## config.mk

```make
export PLATFORM = sky130hd
export DESIGN_NAME = fft_stream_ctrl
export DESIGN_NICKNAME = d
export VERILOG_FILES = /design/src/rtl/fft_stream_ctrl.sv
export SDC_FILE = /design/constraint.sdc
export NUM_CORES = 1
export LEC_CHECK = 0
export BUFFER_PORTS_ARGS = -buffer_cell sky130_fd_sc_hd__clkbuf_2
export CAP_MARGIN = 20
export CORE_ASPECT_RATIO = 0.9
export CORE_MARGIN = 2
export CORE_UTILIZATION = 50
export DETAILED_ROUTE_END_ITERATION = 12
export PLACE_DENSITY = 0.73
export SYNTH_ARGS = -nofsm -noshare
export SYNTH_HDL_FRONTEND = slang
export SYNTH_SLANG_ARGS = --single-unit
```

## constraint.sdc

```tcl
create_clock -name clk_100m -period 3.09 [get_ports clk_100m]
set_input_delay 0.1545 -clock clk_100m [delete_from_list [all_inputs] [get_ports clk_100m]]
set_output_delay 0.1545 -clock clk_100m [all_outputs]
set_load 0.005 [all_outputs]
```

## src/rtl/fft_stream_ctrl.sv

```systemverilog
// FIFO-to-FFT stream sequencer: drains a 1-cycle-latency sample FIFO through a 2-entry
// skid buffer into a ready/valid FFT sink, with core reset, framing, channel tag and zero-pad.
module fft_stream_ctrl #(
   parameter int DATA_W      = 32,
   parameter int FFT_LEN     = 128,
   parameter int CNT_W       = 8,
   parameter int RST_CYCLES  = 31,
   parameter int NUM_CH      = 1,
   parameter int CH_W        = 1,
   parameter int PAD_TIMEOUT = 16
) (
   input  logic              clk_100m,
   input  logic              rst_n,
   input  logic              restart,
   input  logic              pad_en,
   input  logic              fifo_rd_empty,
   input  logic [DATA_W-1:0] fifo_q,
   output logic              fifo_rdreq,
   input  logic              fft_ready,
   output logic              fft_rst_n,
   output logic              fft_valid,
   output logic [DATA_W-1:0] fft_data,
   output logic              fft_sop,
   output logic              fft_eop,
   output logic [CH_W-1:0]   ch_idx,
   output logic [15:0]       frame_cnt,
   output logic              padded
);

   localparam int RST_W    = $clog2(RST_CYCLES + 1);
   localparam int STARVE_W = $clog2(PAD_TIMEOUT + 1);
   localparam logic [CNT_W-1:0]    LAST_IDX    = CNT_W'(FFT_LEN - 1);
   localparam logic [CH_W-1:0]     LAST_CH     = CH_W'(NUM_CH - 1);
   localparam logic [RST_W-1:0]    RST_LAST    = RST_W'(RST_CYCLES - 1);
   localparam logic [STARVE_W-1:0] STARVE_LAST = STARVE_W'(PAD_TIMEOUT - 1);

   typedef enum logic [1:0] {S_RST, S_WAIT, S_RUN} state_t;

   state_t              state;
   logic [RST_W-1:0]    rst_cnt;
   logic [1:0]          occ;
   logic                rd_pend;
   logic [CNT_W-1:0]    idx;
   logic [STARVE_W-1:0] starve_cnt;
   logic                padding;
   logic [DATA_W-1:0]   buf0;
   logic [DATA_W-1:0]   buf1;

   logic       accept;
   logic       buf_pop;
   logic       at_last;
   logic       starving;
   logic [2:0] credit_used;

   assign fft_valid = (occ != 2'd0) | padding;
   assign fft_data  = (occ != 2'd0) ? buf0 : '0;
   assign accept    = fft_valid & fft_ready;
   assign buf_pop   = accept & (occ != 2'd0);
   assign at_last   = (idx == LAST_IDX);
   assign fft_sop   = fft_valid & (idx == '0);
   assign fft_eop   = fft_valid & at_last;
   assign padded    = accept & padding & at_last;

   // A word leaving the head this cycle frees its slot for a read issued now, which is what
   // sustains one sample per cycle with only two entries.
   assign credit_used = 3'(occ) + 3'(rd_pend) - 3'(buf_pop);
   assign fifo_rdreq  = (state == S_RUN) & ~fifo_rd_empty & ~padding & (credit_used < 3'd2);

   assign starving = pad_en & (state == S_RUN) & (idx != '0) & (occ == 2'd0) & ~rd_pend &
                     ~fifo_rdreq & ~padding;

   // NOTE: all state updates use non-blocking assignments so every register sees the
   // pre-edge values of its peers, independent of statement order.
   always_ff @(posedge clk_100m or negedge rst_n) begin
      if (!rst_n) begin
         state      <= S_RST;
         rst_cnt    <= '0;
         fft_rst_n  <= 1'b0;
         occ        <= 2'd0;
         rd_pend    <= 1'b0;
         idx        <= '0;
         starve_cnt <= '0;
         padding    <= 1'b0;
         ch_idx     <= '0;
         frame_cnt  <= 16'd0;
      end else if (restart) begin
         state      <= S_RST;
         rst_cnt    <= '0;
         fft_rst_n  <= 1'b0;
         occ        <= 2'd0;
         rd_pend    <= 1'b0;
         idx        <= '0;
         starve_cnt <= '0;
         padding    <= 1'b0;
      end else begin
         rd_pend <= fifo_rdreq;
         occ     <= occ + {1'b0, rd_pend} - {1'b0, buf_pop};

         case (state)
            S_RST: begin
               if (rst_cnt == RST_LAST) begin
                  fft_rst_n <= 1'b1;
                  rst_cnt   <= '0;
                  state     <= S_WAIT;
               end else begin
                  rst_cnt <= rst_cnt + 1'b1;
               end
            end
            S_WAIT:  if (fft_ready) state <= S_RUN;
            S_RUN:   state <= S_RUN;
            default: state <= S_RST;
         endcase

         if (accept) begin
            starve_cnt <= '0;
            if (at_last) begin
               idx       <= '0;
               ch_idx    <= (ch_idx == LAST_CH) ? '0 : ch_idx + 1'b1;
               frame_cnt <= frame_cnt + 16'd1;
               padding   <= 1'b0;
            end else begin
               idx <= idx + 1'b1;
            end
         end else if (starving) begin
            if (starve_cnt == STARVE_LAST) begin
               padding    <= 1'b1;
               starve_cnt <= '0;
            end else begin
               starve_cnt <= starve_cnt + 1'b1;
            end
         end else if (!pad_en) begin
            starve_cnt <= '0;
         end
      end
   end

   // NOTE: skid data registers have no reset; occ qualifies them, so a stale or
   // discarded word is never presented.
   always_ff @(posedge clk_100m) begin
      if (rd_pend) begin
         if (occ == 2'd0 || (occ == 2'd1 && buf_pop)) begin
            buf0 <= fifo_q;
         end else if (buf_pop) begin
            buf0 <= buf1;
            buf1 <= fifo_q;
         end else begin
            buf1 <= fifo_q;
         end
      end else if (buf_pop) begin
         buf0 <= buf1;
      end
   end

endmodule

```

## Word level (Yosys, flattened, before mapping)

Index checks and enable logic that the tools add are counted.

| storage, ports and cells | value |
|---|---|
| input port bits | 38 |
| register bits after elaboration | 106 |

| operators by class | value |
|---|---|
| muxes and demuxes | 30 |
| $lt $le $gt $ge | 1 |
| reductions and logical operators | 17 |
| equal/unequal tests | 10 |
| $add $sub $neg | 9 |
| bitwise operators | 22 |

Operator list:

| operator | number |
|---|---|
| 32-bit two-way mux | 4 |
| 5-bit two-way mux | 8 |
| 8-bit two-way mux | 3 |
| 16-bit by 1-bit adder with 16-bit output, second input constant | 1 |
| 1-bit bitwise AND | 15 |
| 5-bit by 1-bit adder with 5-bit output, second input constant | 2 |
| 1-bit two-way mux | 10 |
| 8-bit by 1-bit adder with 8-bit output, second input constant | 1 |
| 8-bit by 7-bit equality test with 1-bit output, second input constant | 1 |
| 8-bit zero test | 1 |
| 2-bit two-way mux | 4 |
| 2-bit nonzero test | 4 |
| 8-bit nonzero test | 1 |
| 3-bit != test, second input constant | 2 |
| 1-bit NOT | 6 |
| 2-bit one-hot mux with 3 select lines | 1 |
| 2-bit AND reduction | 3 |
| 3-bit AND reduction | 2 |
| 3-bit nonzero test | 2 |
| 5-bit by 4-bit equality test with 1-bit output, second input constant | 1 |
| 5-bit equality test, second input constant | 1 |
| 2-bit by 1-bit equality test with 1-bit output, second input constant | 2 |
| 2-bit zero test | 2 |
| 4-bit by 2-bit != test with 1-bit output, second input constant | 1 |
| 11 further kinds | 11 |

## Logic depth before layout (Yosys ltp)

Gate-level depths: netlist of run 1.

| logic depth | value |
|---|---|
| depth after elaboration | 13 |
| depth in mapped cells | 13 |

## Worst setup path before layout of run 1

OpenSTA, ideal clock, no wires.

| timing | value |
|---|---|
| path kind | reg-to-reg |
| from | reg occ[1] |
| to | reg starve_cnt[2] |
| setup time | 122 ps |
| data required time | 2,968 ps |
| period minus slack after synthesis | 2,791 ps |
| data arrival time | 2,669 ps |
| stages on the path, launching flop included | 14 |
| path slack | 299 ps |
| cell sequence | dfrtp_1 > buf_2 > o21ai_0 > buf_2 > buf_4 > xnor2_1 > ha_1 > inv_1 > fa_1 > xnor2_1 > nand4b_1 > and3_1 > buf_2 > a32o_1 |

| on the way | value |
|---|---|
| longest elaborated chain between the ends | 13 |

RTL lines:

| element | RTL line | RTL |
|---|---|---|
| start: declaration | 41 | `logic [1:0] occ;` |
| start signal: assignment | 97 | `occ <= occ + {1'b0, rd_pend} - {1'b0, buf_pop};` |
| 2-bit nonzero test | 55, 58 |  |
| 1-bit bitwise OR | 55 | `assign fft_valid = (occ != 2'd0) \| padding;` |
| 1-bit bitwise AND | 57 | `assign accept = fft_valid & fft_ready;` |
| 1-bit bitwise AND | 58 | `assign buf_pop = accept & (occ != 2'd0);` |
| 3-bit by 1-bit subtractor with 3-bit output | 66 | `assign credit_used = 3'(occ) + 3'(rd_pend) - 3'(buf_pop);` |
| 3-bit by 2-bit less-than comparator with 1-bit output | 67 | `assign fifo_rdreq = (state == S_RUN) & ~fifo_rd_empty & ~padding & (credit_used < 3'd2);` |
| 1-bit bitwise AND | 67 |  |
| 1-bit NOT | 70 | `~fifo_rdreq & ~padding;` |
| 1-bit bitwise AND | 69 | `assign starving = pad_en & (state == S_RUN) & (idx != '0) & (occ == 2'd0) & ~rd_pend &` |
| 1-bit bitwise AND | 70 |  |
| 5-bit two-way mux | 124 | `end else if (starving) begin` |
| 5-bit two-way mux | 114 | `if (accept) begin` |
| 5-bit two-way mux | 86 | `end else if (restart) begin` |
| end signal: assignment | 129 | `starve_cnt <= starve_cnt + 1'b1;` |
| end: declaration | 44 | `logic [STARVE_W-1:0] starve_cnt;` |

Several ways; a longest one is shown, not always the timed one.
A chain may end at the register's enable or synchronous reset.

## Worst setup path in the final report of run 1

| timing | value |
|---|---|
| from | reg occ[1] |
| to | out fifo_rdreq |

| on the way | value |
|---|---|
| longest elaborated chain between the ends | 7 |

RTL lines:

| element | RTL line | RTL |
|---|---|---|
| 2-bit nonzero test | 55, 58 |  |
| 1-bit bitwise OR | 55 |  |
| 1-bit bitwise AND | 57 |  |
| 1-bit bitwise AND | 58 |  |
| 3-bit by 1-bit subtractor with 3-bit output * | 66 |  |
| 3-bit by 2-bit less-than comparator with 1-bit output * | 67 |  |
| 1-bit bitwise AND * | 67 |  |
| end: declaration | 18 | `output logic fifo_rdreq,` |

Every way passes the cells marked *; elsewhere a longest branch is shown, timed or not.

==> impl_metrics.env, run 1 <==
export IMPL_status="finished, final reports clean"
export IMPL_rows=33
export IMPL_ys_async_sr_fraction=0.390
export IMPL_ir_drop_uv=478
export IMPL_leakage_nw=2.74
export IMPL_crit_type="reg -> out"
export IMPL_utilization=0.641
export IMPL_maxSlewHeadroom=0.619
export IMPL_synth_warnings=0
export IMPL_drc=0
export IMPL_via_per_inst=5.30
export IMPL_crit_arrival_ps=2580
export IMPL_ioPinCount=93
export IMPL_core_area_um2=9210
export IMPL_grt_pass1_vias=3661
export IMPL_cts_made_buffers=9
export IMPL_ys_flop_type="dfrtp_1"
export IMPL_setup_viol=0
export IMPL_grt_usage=0.201
export IMPL_post_cts_buffers=0
export IMPL_top_usage_layer="met2"
export IMPL_antenna_left=0
export IMPL_grtUsageMet3=0.0559
export IMPL_finalSetupTns_ps=0
export IMPL_max_cap_violations=0
export IMPL_cts_resized=0
export IMPL_grt_pass1_wl_mm=16.8
export IMPL_syn_nets=483
export IMPL_synth_top_area_frac=0.214
export IMPL_final_layout_size_suffix_gt1_frac=0.232
export IMPL_multi_input_area_um2=2040
export IMPL_drt_total_wl_mm=10.0
export IMPL_syn_avg_cell_area_um2=11.1
export IMPL_wl_per_cell_um=14.8
export IMPL_clock_root_buffer="clkbuf_8"
export IMPL_drv_slew=0
export IMPL_ys_ff_latch=105
export IMPL_htree_num_levels=3
export IMPL_use_met1=0.248
export IMPL_drtIter0Drc=181
export IMPL_finalCriticalPeriod_ps=2740
export IMPL_antenna_found_initial=0
export IMPL_worstSetupStartpointType="flip-flop"
export IMPL_seqCellArea_um2=2630
export IMPL_clkSinkCount=105
export IMPL_synth_area_top_cells="dfrtp_1 (21%), edfxtp_1 (20%), dfxtp_1 (13%)"
export IMPL_syn2layout_area_growth_pct=23.1
export IMPL_drt_first_pass_iters=5
export IMPL_clk_pin_slew_ps=100
export IMPL_clock_skew_ps=13.4
export IMPL_clkLatencyLatePin_ps=380
export IMPL_ys_seq_area_frac=0.548
export IMPL_synthCells=433
export IMPL_place_gp_congestion=0.810
export IMPL_rsz0062_at_grt="no"
export IMPL_cts_hold_buffers=33
export IMPL_postPlaceCellArea_um2=5340
export IMPL_num_antenna_cells=0
export IMPL_die_h_um=96.9
export IMPL_start_util=0.521
export IMPL_cp_required_ps=2940
export IMPL_die_x_um=107
export IMPL_design_area_um2=5900
export IMPL_fp_dieArea_um2=10400
export IMPL_power_mw=4.11
export IMPL_max_freq_mhz=365
export IMPL_synthDistinctLibCells=53
export IMPL_clk_path_buf_depth=2
export IMPL_synth_top_area_cell="dfrtp_1"
export IMPL_worst_pin_slew_ps=572
export IMPL_critPathCaptureType="output port"
export IMPL_yosys_top_cells_count="nand2_1 (55), dfrtp_1 (41), nor2b_1 (37), o21ai_0 (37), mux2i_1 (33)"
export IMPL_finalCritPeriodShare=0.886
export IMPL_crit_fanout=9
export IMPL_synth_most_common_cell="nand2_1"
export IMPL_hold_viol_final=0
export IMPL_io_buffers=91
export IMPL_num_fill_cells=781
export IMPL_grt_use_met2=0.346
export IMPL_syn_area_um2=4790
export IMPL_hp_class="in -> reg"
export IMPL_synth_edf_count=32
export IMPL_num_vias=3593
export IMPL_grt_max_degree=65
export IMPL_grt_overflow_total=0
export IMPL_p_per_area_nw_per_um2=697
export IMPL_cts_tree="built"
export IMPL_nNetsFinal=601
export IMPL_dp_hpwl_mm=6.36
cells by family after synthesis:
family                     synth area share
and+or+nand+nor                       0.187
DFF                                   0.548
AOI/OAI and AO/OA                    0.0830
muxes                                0.0736
buffers and inverters                0.0303
xor gates and xnor gates             0.0439
adders and majority gates            0.0329
other                              0.000782
path summary, 6_finish.rpt:
check	slack, ps	cells past startpoint	from	to
min reg2reg	480	1	frame_cnt[15]	frame_cnt[15]
min	100	3	pad_en	starve_cnt[4]
min in group asynchronous	290	2	rst_n	rst_cnt[3]
max	350	9	occ[1]	fifo_rdreq
max in group asynchronous	2300	3	rst_n	idx[2]
max reg2reg	450	9	occ[1]	starve_cnt[2]
cell usage in the layout (no fill, tap or decap), drive strengths merged, types with 2 or more instances in the layout:
master / instances
o22a: 2
dfrtp: 41
and3: 4
a31oi: 5
nand4: 9
nor3b: 2
and4b: 2
xnor2: 6
dfxtp: 32
nor2: 16
a22o: 3
mux2: 2
ha: 11
mux2i: 33
a21oi: 3
buf: 5
o21ai: 37
nor2b: 37
nand4b: 2
clkinv: 2
nand2b: 2
and4: 2
nor4: 7
nand3: 11
clkbuf: 100
edfxtp: 32
nor3: 10
dlygate4sd3: 33
a41oi: 3
o22ai: 3
xor2: 18
nand2: 56
inv: 13
report_power, final:
| part | internal (mW) | leakage (nW) | total [mW] | switching (mW) |
|---|---|---|---|---|
| clock network | 0.324 | 0.0998 | 0.859 | 0.535 |
| registers | 1.70 | 1.13 | 1.87 | 0.168 |
| logic | 0.647 | 1.51 | 1.38 | 0.737 |
worst max-delay path: stages, from the launching register on:
cell and delay, ps:
dfrtp_1 570, o21ai_4 250, xnor2_1 140, ha_1 170, inv_1 50, fa_1 370, xnor2_1 140, nand4b_1 260
inv_1 130, clkbuf_2 120
sequential cells by signal (all words and copies together) (netlist names):
register and flops:
starve_cnt 5, rd_pend 1, rst_cnt 5, frame_cnt 16
padding 1, idx 8, occ 2, buf0 32
state 2, fft_rst_n 1, buf1 32
cell type report:
cell class                 count  area share
inverter                       9     0.00573
clock inverter                 7      0.0136
sequential                   105       0.445
timing repair buffer         129       0.143
multi-input combinational    297       0.345
tap                          122      0.0259
clock buffer                   9      0.0210
layer usage:
metal  share of wire  vias to the layer above  wire length (um)
met5               0                        -                 0
met4          0.0095                        0                95
met3           0.059                       10               593
met2            0.50                       96              4980
met1            0.43                     1728              4360
li1                -                     1759                 -
per-stage QoR:
stage	cells	setup WS, ps	hold WS, ps
after floorplan	433	299	-141
after global placement	628	587	347
after detailed placement	628	451	348
after CTS	677	306	76.9
after global routing	678	160	89.8
final	678	352	100
No activity file was read; power rests on OpenSTA's default activity.
==> run 2, diff against run 1 <==
- clock period: 3.09 -> 3.2 ns (I/O delays scaled with it)
==> run 2 against run 1 <==
  * Count of clock-buffer cells in the layout unchanged
  * Critical endpoint unchanged
  * Worst setup slack better by 66 ps
  * Wire length fell by 2.0%
  * Critical path type unchanged
  * Register-to-register slack gained 70 ps
==> impl_metrics.env, run 2 (synthesis gave the netlist of run 1 again) <==
export IMPL_antenna_left=0
export IMPL_drtIter0Drc=152
export IMPL_rows=33
export IMPL_start_util=0.521
export IMPL_drt_total_wl_mm=9.83
export IMPL_finalSetupTns_ps=0
export IMPL_cp_required_ps=3040
export IMPL_leakage_nw=2.74
export IMPL_cts_resized=0
export IMPL_ir_drop_uv=577
export IMPL_cts_hold_buffers=33
export IMPL_cts_made_buffers=9
export IMPL_clock_skew_ps=10.2
export IMPL_worstSetupStartpointType="flip-flop"
export IMPL_wl_per_cell_um=14.5
export IMPL_crit_family="flip-flops"
export IMPL_grt_pass1_wl_mm=16.6
export IMPL_utilization=0.641
export IMPL_power_mw=4.00
export IMPL_place_gp_congestion=0.815
export IMPL_htree_num_levels=3
export IMPL_clock_root_buffer="clkbuf_8"
export IMPL_core_area_um2=9210
export IMPL_worst_pin_slew_ps=568
export IMPL_clk_path_buf_depth=2
export IMPL_post_cts_buffers=0
export IMPL_finalCriticalPeriod_ps=2780
export IMPL_hp_class="in -> reg"
export IMPL_nNetsFinal=601
export IMPL_ioPinCount=93
export IMPL_grt_usage=0.199
export IMPL_mostFrequentLayoutCells="clkbuf_2 (91), nand2_1 (55), dfrtp_1 (41)"
export IMPL_via_per_inst=5.23
export IMPL_antenna_found_initial=0
export IMPL_grt_overflow_total=0
export IMPL_drc=0
export IMPL_hold_slack_ps=84.6
export IMPL_drv_slew=0
export IMPL_die_x_um=107
export IMPL_biggestRegsByFlops="buf0 x32, buf1 x32, frame_cnt x16"
export IMPL_maxSlewHeadroom=0.622
export IMPL_max_cap_violations=0
export IMPL_clkSinkCount=105
export IMPL_setup_viol=0
export IMPL_setup_slack_ps=417
export IMPL_num_fill_cells=753
export IMPL_final_common_cell="clkbuf_2"
export IMPL_fp_dieArea_um2=10400
export IMPL_crit_fanout=9
export IMPL_r2r_slack_ps=520
export IMPL_finalCritPeriodShare=0.870
export IMPL_critPathCaptureType="output port"
export IMPL_grt_max_degree=65
export IMPL_dp_slack_ps=525
export IMPL_die_h_um=96.9
export IMPL_cts_tree="built"
export IMPL_num_vias=3548
export IMPL_slowest_stage="dfrtp_1"
export IMPL_grt_pass1_vias=3520
export IMPL_hold_viol_final=0
export IMPL_max_freq_mhz=359
export IMPL_timing_critical_path_buf_inv=3
export IMPL_crit_arrival_ps=2620
export IMPL_clk_pin_slew_ps=100
export IMPL_status="finished, final reports clean"
export IMPL_path_cells="o21ai_4, xnor2_1, ha_1, inv_1, fa_1, xnor2_1, nand4b_1, inv_1, clkbuf_2"
export IMPL_crit_type="reg -> out"
export IMPL_syn2layout_area_growth_pct=23.1
export IMPL_drt_first_pass_iters=4
export IMPL_clkLatencyLatePin_ps=380
export IMPL_final_layout_size_suffix_gt1_frac=0.232
export IMPL_rsz0062_at_grt="no"
export IMPL_io_buffers=91
export IMPL_dp_hpwl_mm=6.27
export IMPL_slowest_delay_ps=580
export IMPL_p_per_area_nw_per_um2=677
export IMPL_num_antenna_cells=0
==> run 2: power by group <==
part / switching [mW] / leakage [nW] / total [mW] / internal, mW
Sequential: 0.157 / 1.13 / 1.80 / 1.64
Clock: 0.483 / 0.104 / 0.860 / 0.377
Combinational: 0.714 / 1.51 / 1.34 / 0.625
==> run 2: cell type report <==
| cell class | count | area, um2 | area share |
|---|---|---|---|
| inverter | 9 | 33.8 | 0.00572 |
| sequential | 105 | 2630 | 0.445 |
| tap | 122 | 153 | 0.0259 |
| timing repair buffer | 129 | 843 | 0.143 |
| clock buffer | 9 | 124 | 0.0210 |
| multi-input combinational | 297 | 2040 | 0.345 |
| clock inverter | 7 | 82.6 | 0.0140 |
==> run 2: path summary, 6_finish.rpt <==
check,start,to,cells past startpoint
worst max-delay path,occ[1],fifo_rdreq,9
worst min-delay path,pad_en,starve_cnt[4],3
worst max register to register,occ[1],starve_cnt[2],9
worst min register to register,frame_cnt[15],frame_cnt[15],1
max in group asynchronous,rst_n,frame_cnt[13],3
min in group asynchronous,rst_n,state[0],2
==> run 2: per-layer routing <==
layer  up-vias  global-route usage  share of wire
met3         8              0.0701          0.055
met5         -                   0              0
met1      1689               0.261           0.46
met4         0              0.0430          0.015
li1       1762                   -              -
met2        89               0.318           0.47
==> run 2: through the flow <==
step	instance area, um2	std cells
3_3_place_gp	5340	628
4_1_cts	5870	677
5_1_grt	5900	678
2_1_floorplan	4790	433
6_report	5900	678
3_5_place_dp	5340	628
==> run 2: tightest hold or removal path: stages <==
cell,delay (ps)
clkbuf_2,120
nand3_1,90
mux2i_1,60
